--- src/rtl/mig_seq_pkg.sv ---
// rtl/mig_seq_pkg.sv - shared types and constants for the MIG command sequencer
//
// Holds the MIG app_cmd encodings, the sequencer FSM state type and the
// default widths used by the interface, the counter and the top level.
package mig_seq_pkg;

    localparam int APP_AW_DEF = 28;
    localparam int DW_DEF     = 128;
    localparam int MAX_RD_DEF = 4;
    localparam int RD_CNT_W   = 4;

    localparam logic [2:0] CMD_WR = 3'b000;
    localparam logic [2:0] CMD_RD = 3'b001;

    typedef enum logic [0:0] {
        ST_IDLE  = 1'b0,
        ST_ISSUE = 1'b1
    } seq_state_e;

endpackage

--- src/rtl/mig_cmd_seq_if.sv ---
// rtl/mig_cmd_seq_if.sv - MIG user (app_*) interface bundle
//
// master : sequencer side, drives command and write data, receives ready
//          and read return.
// slave  : MIG side, the mirror image.
interface mig_cmd_seq_if
    import mig_seq_pkg::*;
#(
    parameter int APP_AW = APP_AW_DEF,
    parameter int DW     = DW_DEF
);
    logic [APP_AW-1:0] app_addr;
    logic [2:0]        app_cmd;
    logic              app_en;
    logic              app_rdy;
    logic [DW-1:0]     app_wdf_data;
    logic [DW/8-1:0]   app_wdf_mask;
    logic              app_wdf_wren;
    logic              app_wdf_end;
    logic              app_wdf_rdy;
    logic [DW-1:0]     app_rd_data;
    logic              app_rd_data_valid;
    logic              app_rd_data_end;

    modport master (
        output app_addr, app_cmd, app_en,
        output app_wdf_data, app_wdf_mask, app_wdf_wren, app_wdf_end,
        input  app_rdy, app_wdf_rdy,
        input  app_rd_data, app_rd_data_valid, app_rd_data_end
    );

    modport slave (
        input  app_addr, app_cmd, app_en,
        input  app_wdf_data, app_wdf_mask, app_wdf_wren, app_wdf_end,
        output app_rdy, app_wdf_rdy,
        output app_rd_data, app_rd_data_valid, app_rd_data_end
    );

endinterface

--- src/rtl/mig_rd_ocnt.sv ---
// rtl/mig_rd_ocnt.sv - outstanding MIG read counter
//
// Ports:
//   mclk, mrst_n : clock, asynchronous active-low reset
//   inc          : a read command was accepted this cycle
//   dec          : the last beat of a read return arrived this cycle
//   count        : reads issued but not yet returned
module mig_rd_ocnt #(
    parameter int MAX = 4,
    parameter int W   = 4
) (
    input  logic         mclk,
    input  logic         mrst_n,
    input  logic         inc,
    input  logic         dec,
    output logic [W-1:0] count
);

    localparam logic [W-1:0] MAX_C = W'(MAX);

    logic [W-1:0] count_q;
    logic [W-1:0] count_d;

    // Simultaneous inc and dec cancel; the saturation guards keep a
    // misbehaving MIG from wrapping the count.
    always_comb begin
        count_d = count_q;
        if (inc && !dec && (count_q < MAX_C)) begin
            count_d = count_q + W'(1);
        end else if (dec && !inc && (count_q != '0)) begin
            count_d = count_q - W'(1);
        end
    end

    always_ff @(posedge mclk or negedge mrst_n) begin
        if (!mrst_n) begin
            count_q <= '0;
        end else begin
            count_q <= count_d;
        end
    end

    assign count = count_q;

endmodule

--- src/rtl/mig_cmd_seq.sv ---
// rtl/mig_cmd_seq.sv - pops line requests and issues them as MIG app commands
//
// Ports:
//   mclk, mrst_n        : clock, asynchronous active-low reset
//   init_calib_complete : MIG calibration done; gates new requests only
//   rqempty, qraddr,    : request queue head (empty flag, byte address,
//   rd_bwt, rnext       :   1=read/0=write) and its one-cycle pop pulse
//   wbuf_data/mask,     : write data for a head write, and its pop pulse
//   wbuf_pop            :   issued in the MIG data accept cycle
//   app                 : MIG app_* bundle (master side)
//   rdat, rdat_valid    : read return, registered one cycle after MIG
//   busy                : a command in flight or reads still outstanding
module mig_cmd_seq
    import mig_seq_pkg::*;
#(
    parameter int APP_AW = APP_AW_DEF,
    parameter int DW     = DW_DEF,
    parameter int MAX_RD = MAX_RD_DEF
) (
    input  logic            mclk,
    input  logic            mrst_n,
    input  logic            init_calib_complete,
    input  logic            rqempty,
    input  logic [31:0]     qraddr,
    input  logic            rd_bwt,
    output logic            rnext,
    input  logic [DW-1:0]   wbuf_data,
    input  logic [DW/8-1:0] wbuf_mask,
    output logic            wbuf_pop,
    mig_cmd_seq_if.master   app,
    output logic [DW-1:0]   rdat,
    output logic            rdat_valid,
    output logic            busy
);

    localparam logic [RD_CNT_W-1:0] MAX_RD_C = RD_CNT_W'(MAX_RD);

    seq_state_e        state_q,    state_d;
    logic              rnext_q,    rnext_d;
    logic              app_en_q,   app_en_d;
    logic              wren_q,     wren_d;
    logic [APP_AW-1:0] addr_q,     addr_d;
    logic [2:0]        cmd_q,      cmd_d;
    logic [DW-1:0]     wdata_q,    wdata_d;
    logic [DW/8-1:0]   wmask_q,    wmask_d;
    logic [DW-1:0]     rdat_q;
    logic              rdat_valid_q;

    logic [RD_CNT_W-1:0] rd_out;
    logic                start;
    logic                rd_cmd_acc;
    logic                rd_ret;

    // Byte-address bits below the 16-byte line and above the MIG address
    // range are not part of the command.
    logic unused_addr_bits;
    assign unused_addr_bits = ^{qraddr[3:0], qraddr[31:APP_AW+1]};

    assign rd_cmd_acc = app_en_q & app.app_rdy & (cmd_q == CMD_RD);
    assign rd_ret     = app.app_rd_data_valid & app.app_rd_data_end;

    mig_rd_ocnt #(
        .MAX (MAX_RD),
        .W   (RD_CNT_W)
    ) u_ocnt (
        .mclk   (mclk),
        .mrst_n (mrst_n),
        .inc    (rd_cmd_acc),
        .dec    (rd_ret),
        .count  (rd_out)
    );

    // Command and write data handshakes run independently; each valid
    // drops the cycle after its own accept and the FSM leaves ISSUE once
    // both are down. The pop is registered, so the queue head updates one
    // cycle after the start decision; the IDLE cycle that follows ISSUE
    // therefore always sees the post-pop head.
    always_comb begin
        state_d  = state_q;
        rnext_d  = 1'b0;
        app_en_d = app_en_q & ~app.app_rdy;
        wren_d   = wren_q & ~app.app_wdf_rdy;
        addr_d   = addr_q;
        cmd_d    = cmd_q;
        wdata_d  = wdata_q;
        wmask_d  = wmask_q;
        start    = 1'b0;
        case (state_q)
            ST_IDLE: begin
                start = init_calib_complete & ~rqempty &
                        (rd_bwt ? (rd_out < MAX_RD_C) : 1'b1);
                if (start) begin
                    state_d  = ST_ISSUE;
                    rnext_d  = 1'b1;
                    app_en_d = 1'b1;
                    wren_d   = ~rd_bwt;
                    addr_d   = {qraddr[APP_AW:4], 3'b000};
                    cmd_d    = rd_bwt ? CMD_RD : CMD_WR;
                    wdata_d  = wbuf_data;
                    wmask_d  = wbuf_mask;
                end
            end
            ST_ISSUE: begin
                if (!app_en_d && !wren_d) begin
                    state_d = ST_IDLE;
                end
            end
            default: state_d = ST_IDLE;
        endcase
    end

    always_ff @(posedge mclk or negedge mrst_n) begin
        if (!mrst_n) begin
            state_q      <= ST_IDLE;
            rnext_q      <= 1'b0;
            app_en_q     <= 1'b0;
            wren_q       <= 1'b0;
            addr_q       <= '0;
            cmd_q        <= CMD_WR;
            wdata_q      <= '0;
            wmask_q      <= '0;
            rdat_q       <= '0;
            rdat_valid_q <= 1'b0;
        end else begin
            state_q      <= state_d;
            rnext_q      <= rnext_d;
            app_en_q     <= app_en_d;
            wren_q       <= wren_d;
            addr_q       <= addr_d;
            cmd_q        <= cmd_d;
            wdata_q      <= wdata_d;
            wmask_q      <= wmask_d;
            rdat_q       <= app.app_rd_data;
            rdat_valid_q <= app.app_rd_data_valid;
        end
    end

    assign rnext            = rnext_q;
    assign wbuf_pop         = wren_q & app.app_wdf_rdy;
    assign app.app_addr     = addr_q;
    assign app.app_cmd      = cmd_q;
    assign app.app_en       = app_en_q;
    assign app.app_wdf_data = wdata_q;
    assign app.app_wdf_mask = wmask_q;
    assign app.app_wdf_wren = wren_q;
    assign app.app_wdf_end  = wren_q;
    assign rdat             = rdat_q;
    assign rdat_valid       = rdat_valid_q;
    assign busy             = (state_q != ST_IDLE) | (rd_out != '0);

endmodule

--- src/flat_wrapper.sv ---
// flat-port wrapper written by rule: the top's interface ports become plain ports
module mig_cmd_seq_flat import mig_seq_pkg::*;
#(
    parameter int APP_AW = APP_AW_DEF,
    parameter int DW     = DW_DEF,
    parameter int MAX_RD = MAX_RD_DEF
)
  (mclk, mrst_n, init_calib_complete, rqempty, qraddr, rd_bwt, rnext, wbuf_data, wbuf_mask, wbuf_pop, rdat, rdat_valid, busy, app_app_addr, app_app_cmd, app_app_en, app_app_wdf_data, app_app_wdf_mask, app_app_wdf_wren, app_app_wdf_end, app_app_rdy, app_app_wdf_rdy, app_app_rd_data, app_app_rd_data_valid, app_app_rd_data_end);
  mig_cmd_seq_if #(.APP_AW(APP_AW), .DW(DW)) app_i ();
  input  logic mclk;
  input  logic mrst_n;
  input  logic init_calib_complete;
  input  logic rqempty;
  input  logic [31:0] qraddr;
  input  logic rd_bwt;
  output logic rnext;
  input  logic [DW-1:0] wbuf_data;
  input  logic [DW/8-1:0] wbuf_mask;
  output logic wbuf_pop;
  output logic [DW-1:0] rdat;
  output logic rdat_valid;
  output logic busy;
  output wire logic [$bits(app_i.app_addr)-1:0] app_app_addr;
  output wire logic [$bits(app_i.app_cmd)-1:0] app_app_cmd;
  output wire logic [$bits(app_i.app_en)-1:0] app_app_en;
  output wire logic [$bits(app_i.app_wdf_data)-1:0] app_app_wdf_data;
  output wire logic [$bits(app_i.app_wdf_mask)-1:0] app_app_wdf_mask;
  output wire logic [$bits(app_i.app_wdf_wren)-1:0] app_app_wdf_wren;
  output wire logic [$bits(app_i.app_wdf_end)-1:0] app_app_wdf_end;
  input wire logic [$bits(app_i.app_rdy)-1:0] app_app_rdy;
  input wire logic [$bits(app_i.app_wdf_rdy)-1:0] app_app_wdf_rdy;
  input wire logic [$bits(app_i.app_rd_data)-1:0] app_app_rd_data;
  input wire logic [$bits(app_i.app_rd_data_valid)-1:0] app_app_rd_data_valid;
  input wire logic [$bits(app_i.app_rd_data_end)-1:0] app_app_rd_data_end;
  assign app_app_addr = app_i.app_addr;
  assign app_app_cmd = app_i.app_cmd;
  assign app_app_en = app_i.app_en;
  assign app_app_wdf_data = app_i.app_wdf_data;
  assign app_app_wdf_mask = app_i.app_wdf_mask;
  assign app_app_wdf_wren = app_i.app_wdf_wren;
  assign app_app_wdf_end = app_i.app_wdf_end;
  assign app_i.app_rdy = app_app_rdy;
  assign app_i.app_wdf_rdy = app_app_wdf_rdy;
  assign app_i.app_rd_data = app_app_rd_data;
  assign app_i.app_rd_data_valid = app_app_rd_data_valid;
  assign app_i.app_rd_data_end = app_app_rd_data_end;
  mig_cmd_seq #(.APP_AW(APP_AW), .DW(DW), .MAX_RD(MAX_RD)) u_core (.mclk(mclk), .mrst_n(mrst_n), .init_calib_complete(init_calib_complete), .rqempty(rqempty), .qraddr(qraddr), .rd_bwt(rd_bwt), .rnext(rnext), .wbuf_data(wbuf_data), .wbuf_mask(wbuf_mask), .wbuf_pop(wbuf_pop), .app(app_i), .rdat(rdat), .rdat_valid(rdat_valid), .busy(busy));
endmodule
--- config.mk ---
export PLATFORM = sky130hd
export DESIGN_NAME = mig_cmd_seq_flat
export DESIGN_NICKNAME = d
export VERILOG_FILES = /design/src/rtl/mig_seq_pkg.sv /design/src/rtl/mig_cmd_seq_if.sv /design/src/rtl/mig_rd_ocnt.sv /design/src/rtl/mig_cmd_seq.sv /design/src/flat_wrapper.sv
export SDC_FILE = /design/constraint.sdc
export NUM_CORES = 1
export LEC_CHECK = 0
export ABC_AREA = 1
export ABC_CLOCK_PERIOD_IN_PS = 1650
export CORE_AREA = 2 2 239 241
export DETAILED_ROUTE_END_ITERATION = 7
export DIE_AREA = 0 0 241 243
export PLACE_DENSITY_LB_ADDON = 0.15
export SLEW_MARGIN = 15
export SYNTH_ARGS = -nofsm -noshare
export SYNTH_HDL_FRONTEND = slang
export SYNTH_HIERARCHICAL = 1
export SYNTH_SLANG_ARGS = --single-unit
--- constraint.sdc ---
create_clock -name mclk -period 1.65 [get_ports mclk]
set_clock_uncertainty 0.1 [all_clocks]
set_input_delay 0.495 -clock mclk [delete_from_list [all_inputs] [get_ports mclk]]
set_output_delay 0.495 -clock mclk [all_outputs]
set_load 0.01 [all_outputs]
==> results.ini, run 1 <==
[setup_path]
cp.arrival_ps=1290
slowest_delay_ps=430
critPathLaunchType=flip-flop
cp_slowest_cell=dfrtp_2
biggest_fanout_along_the_worst_timing_path=2
timing.critical_path.cells=nor2_4 > nand3_2 > buf_6
timing.critical_path.required_ps=1050
reg2reg_depth=12
crit_path_end_kind=output port
worstSetupPathType=flip-flop to output port

[timing]
timing.fmax_mhz=530.1
timing.final.ws_setup_ps=-236.5
grt_setup_unrepaired=yes
report.final.setup_viol=308
slew_violations=0
final.period_utilization_pct=114.3
fin_setup_tns_ps=-25360
fin_crit_ps=1886
fin_hold_viols=0

[power]
worst_ir_drop_vdd_mv=0.6583
power.density_cell_area_nw_per_um2=1342
leakagePower_nw=10.87

[synthesis]
netlist_area_sq_um=10170
synth_common_cells=nand2_1, dfrtp_1, buf_2, buf_4, inv_1
synthCells=919
synthesis.yosys.warnings=6
synth.avg_cell_area_sq_um=11.06
synth.largest_area_cell=dfrtp_1
largest_cells_by_area_after_synthesis=dfrtp_1, nand2_1, buf_2
synth_ff_type=dfrtp_1
yosys.cell_types.count=20
fraction_of_registers_with_async_set_or_reset_after_synthesis_pct=100.0
most_numerous_cell_in_the_yosys_netlist=nand2_1
synth-edff-count=0
synth_top_area_share_pct=75.57
synth_seq_cells=307
synth_sequential_area_ratio_pct=75.57

[global_routing]
grt_use_total_pct=14.64
grt_pass1_vias=9634
grt_antenna_before_repair=2
grt_start_max_net_pins=48
wire_length_of_the_first_global_routing_pass_um=63010
grt_overflow=0

[drt]
drt_iter0_markers=238
routed_via_density=3.754
wl_per_cell_um=18.74
detailroute.via_count=9460
postRouteAntennaNets=0
totalWireLength_um=47220
drcViolationCount=0
detailedRoute.firstPassIterationCount=4

[place]
placement.io_buffers=610
gp_congestion=0.7996
dpl_worst_slack_ps=-643.6
dp_wirelength_um=31290
dpl-instance-area_sq_um=17570

[finish]
share_of_post_route_cells_with_drive_strength_above_1_pct=50.62
final_area_sq_um=22040
flow.area_growth_from_synthesis_pct=116.8
nets=2052
antenna_cells_inserted=0

[die]
rows=87
floorplan.die.width_um=241
die_h_um=243
top_ports=623
design.die.area_sq_um=58560
core_area_sq_um=55950
starting_density_of_the_core_pct=18.17

[status]
outcome=complete, but fails checks
failed_checks=setup timing

[clock_network]
clkLatencyLatePin_ps=540
worst_setup_hold_path_clk_slew_ps=60
htree_levels=2
tritoncts_clock_tree=done
cts_root_buffer=clkbuf_16
cts-root-to-sink-buffers=3
numCtsBuffers=38
numClockSinks=307

[run]
max_cap_violations=0

[worst_hold_path]
min_delay_path_depth=1
worst_hold_path_type=input port to flip-flop

-- final timing paths --
kind                            slack [ps]                                      to                          startpoint
worst min-delay path                   280               u_core/rdat[11]$_DFF_PN0_                 app_app_rd_data[11]
min in group asynchronous              330  u_core/app.app_wdf_mask[7]$_DFFE_PN0P_                              mrst_n
worst max register to register        -220      u_core/u_ocnt/count[3]$_DFFE_PN0P_  u_core/u_ocnt/count[2]$_DFFE_PN0P_
worst max-delay path                  -240                                    busy  u_core/u_ocnt/count[3]$_DFFE_PN0P_
max in group asynchronous              470  u_core/app.app_wdf_data[8]$_DFFE_PN0P_                              mrst_n
worst min register to register         370      u_core/app.app_addr[3]$_DFFE_PN0P_  u_core/app.app_addr[3]$_DFFE_PN0P_
-- timing repair --
action                                  4_1_cts  5_1_grt
hold endpoints to repair                     11        0
endpoints found under the setup margin      379      481
buffers inserted                             42       80
resized for setup                          1521      478
hold buffers                                  1        0
gates cloned                                 20       23
pin swaps                                     7      149
-- stage by stage --
stage	hold WS (ps)	power, W	instances	util, %
after CTS	235.3	0.02753	2424	34.77
after global placement	308.2	0.01807	2293	31.40
final	281.5	0.02958	2520	39.39
after floorplan	99.41	0.01266	923	-
after detailed placement	309.6	0.01809	2293	31.40
after global routing	245.9	0.03114	2520	39.39
-- placed cells by master, fill, tap and decap left out, types with 2 or more instances in the layout --
cell	n
nand2_4	94
buf_4	115
clkbuf_16	57
nand2_2	201
dfrtp_2	2
nand2_1	238
nand3_2	2
buf_8	16
buf_2	112
ha_4	2
buf_12	27
inv_2	6
conb_1	5
clkinv_2	6
clkinvlp_4	3
nand3_1	2
buf_6	201
clkbuf_1	3
inv_1	6
buf_16	22
nor2_4	3
clkbuf_8	14
dfrtp_1	305
clkdlybuf4s50_1	304
nor2_1	4
-- cells by family (layout without fill, tap and decap cells) --
| logic type | Yosys count | in the layout | share of synthesized area (%) |
|---|---|---|---|
| other cells | 1 | 5 | 0.03689 |
| buf+inv | 56 | 897 | 3.052 |
| fa+ha+maj | 3 | 3 | 0.4430 |
| simple gates | 547 | 547 | 20.58 |
| xor+xnor | 2 | 2 | 0.1723 |
| compound gates | 3 | 3 | 0.1476 |
| flops | 307 | 307 | 75.57 |
-- layout make-up --
cell class / count / area [sq um]
clock buffers: 56 / 1180
repair buffers: 816 / 8577
clock inverters: 12 / 100.1
flip-flops and latches: 307 / 7685
well taps: 756 / 945.9
multi-input cells: 560 / 3478
inverters: 13 / 75.07
fillers: 5532 / 33910
-- sequential cells by signal, summed over array words and instances (netlist names) --
register and cells:
u_core/rdat_valid 1, u_core/u_ocnt/count 4, u_core/rnext 1, u_core/app.app_addr 25, u_core/app.app_en 1, u_core/state_q 1
u_core/app.app_wdf_end 1, u_core/rdat 128, u_core/app.app_wdf_mask 16, u_core/app.app_wdf_data 128, u_core/app.app_cmd 1
-- per-layer routing --
layer	up-vias	routed length (um)	part of all wire [%]	global-route usage [%]
met3	45	4546	9.6	6.198
met5	-	27	0.057	0
met2	364	25590	54	26.75
met4	4	805	1.7	3.794
li1	4423	-	-	-
met1	4624	16250	34	15.23
-- worst max-delay path: cells and delay by family, from the launching register on --
kind / cells / cell delay, ps
simple gates: 2 / 190
buf+inv: 1 / 130
flops: 1 / 430
-- report_power, final --
part | leakage [nW] | internal [W] | switching, W | total [W]
Combinational | 6.52 | 0.00609 | 0.00453 | 0.0106
Clock | 0.631 | 0.00511 | 0.00340 | 0.00851
Sequential | 3.72 | 0.00921 | 0.00124 | 0.0105
Total | 10.9 | 0.0204 | 0.00917 | 0.0296
No activity file was read; power rests on OpenSTA's default activity.
==> run 2: changes to the inputs <==
--- a/config.mk
+++ b/config.mk
@@ -7,9 +7,10 @@
 export LEC_CHECK = 0
 export ABC_AREA = 1
 export ABC_CLOCK_PERIOD_IN_PS = 1650
-export CORE_AREA = 2 2 239 241
+export CORE_AREA = 2 2 243 245
+export CTS_BUF_LIST = sky130_fd_sc_hd__clkbuf_8
 export DETAILED_ROUTE_END_ITERATION = 7
-export DIE_AREA = 0 0 241 243
+export DIE_AREA = 0 0 245 247
 export PLACE_DENSITY_LB_ADDON = 0.15
 export SLEW_MARGIN = 15
 export SYNTH_ARGS = -nofsm -noshare
==> results.ini, run 2 (synthesized netlist as in run 1, its figures left out) <==
[setup_path]
cp_slowest_cell=dfrtp_1
cp.arrival_ps=1380  ; +90 ps
timing.rr.end=u_core/u_ocnt/count[3]$_DFFE_PN0P_
worst-path-buf-inv=1  ; unchanged
critPathLaunchType=flip-flop
biggest_fanout_along_the_worst_timing_path=2  ; unchanged
worstSetupPathType=flip-flop to output port
timing.critical_path.cells=nor2_2 > nand3_2 > buf_6
worstReg2RegStart=u_core/u_ocnt/count[2]$_DFFE_PN0P_
reg2reg_depth=11  ; -1
timing.critical_path.required_ps=1050  ; about the same
critical_path_s_top_delay_family=flip-flops
timing.critical_path.depth=3  ; unchanged
crit_path_end_kind=output port
worst-r2r-setup-slack_ps=-110  ; +110 ps
slowest_delay_ps=390  ; -40 ps

[place]
gp_congestion=0.7918  ; -0.98%
dp_wirelength_um=31190  ; -0.31%
post-place-cells=2317  ; +1.0%
placement.io_buffers=610  ; unchanged
dpl-instance-area_sq_um=17720  ; +0.86%

[clock_network]
cts-root-to-sink-buffers=3  ; unchanged
tritoncts_clock_tree=done
htree_levels=2  ; unchanged
numCtsBuffers=57  ; +50%
cts_root_buffer=clkbuf_8
numClockSinks=307  ; unchanged
worst_setup_hold_path_clk_slew_ps=60  ; about the same
clkLatencyLatePin_ps=630  ; +90 ps

[power]
fin_total_pwr_w=0.02629  ; -11%
worst_ir_drop_vdd_mv=0.6181  ; -6.1%
leakagePower_nw=9.601  ; -12%
power.density_cell_area_nw_per_um2=1375  ; +2.5%

[timing]
report.final.setup_viol=308  ; unchanged
timing.fmax_mhz=505.9  ; -4.6%
grt_setup_unrepaired=yes
final.period_utilization_pct=119.8  ; +5.5 points
fin_hold_viols=0  ; unchanged
slew_violations=0  ; unchanged
fin_crit_ps=1977  ; +90.04 ps
timing.final.ws_setup_ps=-326.5  ; -90.04 ps

[drt]
totalWireLength_um=41220  ; -13%
postRouteAntennaNets=0  ; unchanged
drcViolationCount=0  ; unchanged
wl_per_cell_um=16.57  ; -12%
routed_via_density=3.574  ; -4.8%
drt_iter0_markers=261  ; +9.7%
detailroute.via_count=8892  ; -6.0%
detailedRoute.firstPassIterationCount=4  ; unchanged

[status]
failed_checks=setup timing
outcome=complete, but fails checks

[global_routing]
grt_overflow=0  ; unchanged
grt_pass1_vias=9469  ; -1.7%
grt_use_total_pct=13.16  ; -1.5 points
wire_length_of_the_first_global_routing_pass_um=59550  ; -5.5%
grt_start_max_net_pins=68  ; +42%
grt_antenna_before_repair=8  ; +6

[finish]
most-common-layout-cells=nand2_1, dfrtp_1, clkdlybuf4s50_1, buf_6, buf_2
layout.filler_cells=5984  ; +8.2%
final_common_cell=nand2_1
final_standard_cell_count_with_taps_included_and_fillers_excluded=2488  ; -1.3%
share_of_post_route_cells_with_drive_strength_above_1_pct=31.37  ; -19 points
final_area_sq_um=19110  ; -13%
flow.area_growth_from_synthesis_pct=88.00
nets=1981  ; -3.5%

[die]
design.die.area_sq_um=60520  ; +3.3%
floorplan.die.width_um=245  ; +1.7%
die_h_um=247  ; +1.6%
starting_density_of_the_core_pct=17.46  ; -0.71 points
core_area_sq_um=58240  ; +4.1%
top_ports=623  ; unchanged
rows=89  ; +2.3%

[worst_hold_path]
worst_hold_path_type=input port to async pin

[run]
max_cap_violations=0  ; unchanged

run 2: changes by cell type in the layout (fill, tap and decap cells not counted), sizes merged:
cell / change
diode: +3
buf: -72
clkinvlp: -3
clkbuf: +3
inv: +14
bufinv: +1
clkinv: +5
run 2: timing repair:
action | CTS | global route
gates resized for setup | 1465 | 35
buffers inserted | 32 | 29
endpoints found under the hold margin | 231 | 0
pin swaps | 8 | 2
hold buffers | 1 | 0
cloned | 0 | 0
setup endpoints to repair | 307 | 351
run 2: how the worst max path moves through the flow:
stage	start	end	slack (ps)
2_1_floorplan	u_core/app.app_cmd[0]$_DFFE_PN0P_	u_core/u_ocnt/count[3]$_DFFE_PN0P_	2
6_report	u_core/u_ocnt/count[0]$_DFFE_PN0P_	busy	-330
5_1_grt	u_core/u_ocnt/count[3]$_DFFE_PN0P_	busy	-430
3_3_place_gp	app_app_rd_data_valid	u_core/u_ocnt/count[3]$_DFFE_PN0P_	-560
4_1_cts	u_core/u_ocnt/count[3]$_DFFE_PN0P_	busy	-440
3_5_place_dp	app_app_wdf_rdy	wbuf_pop	-540
run 2: through the flow:
step / setup slack (ps) / hold slack (ps) / setup TNS, ps / util [%]
floorplan: 1.800 / 99.41 / 0 / -
global placement: -559.3 / 256.3 / -82770 / 30.43
detailed placement: -542.0 / 259.8 / -78770 / 30.43
CTS: -444.0 / 114.8 / -52080 / 32.08
global route: -432.8 / 125.2 / -53030 / 32.82
finish: -326.5 / 195.1 / -25210 / 32.82
run 2: area by class of cell:
type / instances / area, sq um / area share [%]
timing repair buffer: 726 / 6883 / 36.01
antenna: 3 / 7.507 / 0.03928
multi-input combinational: 560 / 2265 / 11.85
clock buffer: 77 / 1060 / 5.545
sequential: 307 / 7682 / 40.20
inverter: 13 / 53.80 / 0.2815
tap: 773 / 967.2 / 5.061
clock inverter: 29 / 193.9 / 1.015
run 2: power by group:
part	leakage [nW]	internal [W]	total (W)	switching [W]
sequential	3.72	0.00921	0.0102	0.00104
clock	0.709	0.00448	0.00784	0.00336
combinational	5.17	0.00459	0.00819	0.00361
total	9.60	0.0183	0.0263	0.00801
run 2: routing by layer:
| layer | share of wire (%) | GRT usage, % | up-vias |
|---|---|---|---|
| met5 | 0.16 | 0 | - |
| met4 | 2.1 | 4.717 | 10 |
| li1 | - | - | 4270 |
| met2 | 50 | 22.57 | 383 |
| met1 | 36 | 14.32 | 4165 |
| met3 | 11 | 5.915 | 64 |
==> run 3: changes to the inputs <==
--- a/config.mk
+++ b/config.mk
@@ -12,6 +12,7 @@
 export DETAILED_ROUTE_END_ITERATION = 7
 export DIE_AREA = 0 0 245 247
 export PLACE_DENSITY_LB_ADDON = 0.15
+export SETUP_SLACK_MARGIN = 0.4
 export SLEW_MARGIN = 15
 export SYNTH_ARGS = -nofsm -noshare
 export SYNTH_HDL_FRONTEND = slang
==> results.ini, run 3 (synthesized netlist as in run 1, its figures left out) <==
[drt]
routed_via_density=3.718  ; +4.0%
drcViolationCount=0  ; unchanged
wl_per_cell_um=18.93  ; +14%
postRouteAntennaNets=0  ; unchanged
drt_iter0_markers=287  ; +10%
detailedRoute.firstPassIterationCount=5  ; +1
totalWireLength_um=48260  ; +17%
detailroute.via_count=9480  ; +6.6%

[place]
dp_wirelength_um=32230  ; +3.3%
gp_congestion=0.7641  ; -3.5%
dpl-instance-area_sq_um=17710  ; about the same
dpl_worst_slack_ps=-568.1  ; -26.04 ps
placement.io_buffers=610  ; unchanged

[clock_network]
htree_levels=2  ; unchanged
cts_root_buffer=clkbuf_8
numCtsBuffers=59  ; +3.5%
worst_setup_hold_path_clk_slew_ps=60  ; about the same
tritoncts_clock_tree=done
clkLatencyLatePin_ps=630  ; about the same
cts-root-to-sink-buffers=3  ; unchanged
numClockSinks=307  ; unchanged

[setup_path]
biggest_fanout_along_the_worst_timing_path=2  ; unchanged
critical_path_s_top_delay_family=flip-flops
worstSetupPathType=flip-flop to output port
timing.critical_path.cells=nor2_4 > nand3_2 > buf_6
timing.critical_path.required_ps=1050  ; about the same
worst-r2r-setup-slack_ps=-210  ; -100 ps
slowest_delay_ps=420  ; +30 ps
worst-path-buf-inv=1  ; unchanged
timing.rr.end=u_core/app.app_wdf_data[59]$_DFFE_PN0P_
cp.arrival_ps=1370  ; about the same
critPathLaunchType=flip-flop
worstReg2RegStart=u_core/u_ocnt/count[3]$_DFFE_PN0P_
crit_path_end_kind=output port
cp_slowest_cell=dfrtp_2
reg2reg_depth=9  ; -2

[die]
design.die.area_sq_um=60520  ; unchanged
rows=89  ; unchanged
top_ports=623  ; unchanged
starting_density_of_the_core_pct=17.46  ; unchanged
floorplan.die.width_um=245  ; unchanged
die_h_um=247  ; unchanged
core_area_sq_um=58240  ; unchanged

[worst_hold_path]
timing.hold.worst.start=app_app_rd_data[123]
worst_hold_path_type=input port to flip-flop
min_delay_path_depth=1
worstHoldEndpoint=u_core/rdat[123]$_DFF_PN0_

[status]
outcome=complete, but fails checks
failed_checks=setup timing

[timing]
fin_crit_ps=1963  ; -13.05 ps
timing.final.ws_setup_ps=-313.5  ; +13.05 ps
timing.fmax_mhz=509.3  ; +0.66%
report.final.setup_viol=481  ; +56%
fin_hold_viols=0  ; unchanged
final.period_utilization_pct=119.0  ; -0.79 points
slew_violations=0  ; unchanged
hold_slack_ps=196.4  ; +1.365 ps
grt_setup_unrepaired=yes

[global_routing]
wire_length_of_the_first_global_routing_pass_um=63350  ; +6.4%
grt_antenna_before_repair=5  ; -3
grt_use_total_pct=14.11  ; +0.96 points
grt_start_max_net_pins=55  ; -19%
grt_overflow=0  ; unchanged
grt_pass1_vias=9653  ; +1.9%

[finish]
nets=2044  ; +3.2%
flow.area_growth_from_synthesis_pct=106.1
most-common-layout-cells=nand2_1, clkdlybuf4s50_1, dfrtp_1, buf_6, buf_2
final_common_cell=nand2_1
share_of_post_route_cells_with_drive_strength_above_1_pct=39.72  ; +8.4 points
final_area_sq_um=20950  ; +9.6%

[power]
leakagePower_nw=10.40  ; +8.3%
worst_ir_drop_vdd_mv=0.6159  ; -0.36%
power.density_cell_area_nw_per_um2=1305  ; -5.1%

[run]
max_cap_violations=0  ; unchanged

==> run 3: worst max-delay path by stage <==
stage                                  startpoint                                  to  slack (ps)  cells past startpoint
2_1_floorplan               app_app_rd_data_valid  u_core/u_ocnt/count[3]$_DFFE_PN0P_           7                     11
3_3_place_gp                          app_app_rdy  u_core/u_ocnt/count[3]$_DFFE_PN0P_        -610                     11
3_5_place_dp                          app_app_rdy  u_core/u_ocnt/count[3]$_DFFE_PN0P_        -570                     11
4_1_cts        u_core/u_ocnt/count[2]$_DFFE_PN0P_                                busy        -420                      3
5_1_grt        u_core/u_ocnt/count[2]$_DFFE_PN0P_                                busy        -430                      3
6_report       u_core/u_ocnt/count[2]$_DFFE_PN0P_                                busy        -310                      3
==> run 3: area by class of cell <==
cell class / instances / area (sq um)
fill: 5892 / 37290
timing repair buffer: 785 / 8315
sequential: 307 / 7686
multi-input combinational: 560 / 2646
clock buffer: 73 / 1005
tap: 773 / 967.2
clock inverter: 35 / 207.7
inverter: 13 / 67.56
timing repair inverter: 2 / 50.05
antenna: 2 / 5.005
==> run 3: what timing repair did <==
action,in CTS,in global routing
pin swaps,9,44
endpoints found under the setup margin,483,483
hold buffers,1,0
setup buffers,38,49
gates resized for setup,1494,193
hold endpoints to repair,175,0
gates cloned,9,34
==> run 3: power breakdown <==
group / internal [W] / switching [W] / total, W
sequential: 0.00922 / 0.00113 / 0.0103
combinational: 0.00526 / 0.00403 / 0.00929
clock: 0.00429 / 0.00342 / 0.00771
==> run 3: stage by stage <==
stage / instances / setup TNS (ps) / utilization (%) / power [W]
after floorplan: 923 / 0 / - / 0.01272
after global placement: 2309 / -74450 / 30.40 / 0.01803
after detailed placement: 2309 / -77630 / 30.40 / 0.01807
after CTS: 2465 / -55870 / 32.77 / 0.02629
after global routing: 2549 / -90540 / 35.97 / 0.02904
final: 2550 / -49660 / 35.97 / 0.02735
==> run 3: routing by layer <==
| metal | GRT usage (%) | vias to the layer above | wire, um |
|---|---|---|---|
| li1 | - | 4419 | - |
| met1 | 15.57 | 4583 | 18080 |
| met2 | 24.23 | 417 | 24340 |
| met3 | 6.664 | 59 | 4934 |
| met4 | 3.928 | 2 | 888 |
| met5 | 0 | - | 13 |
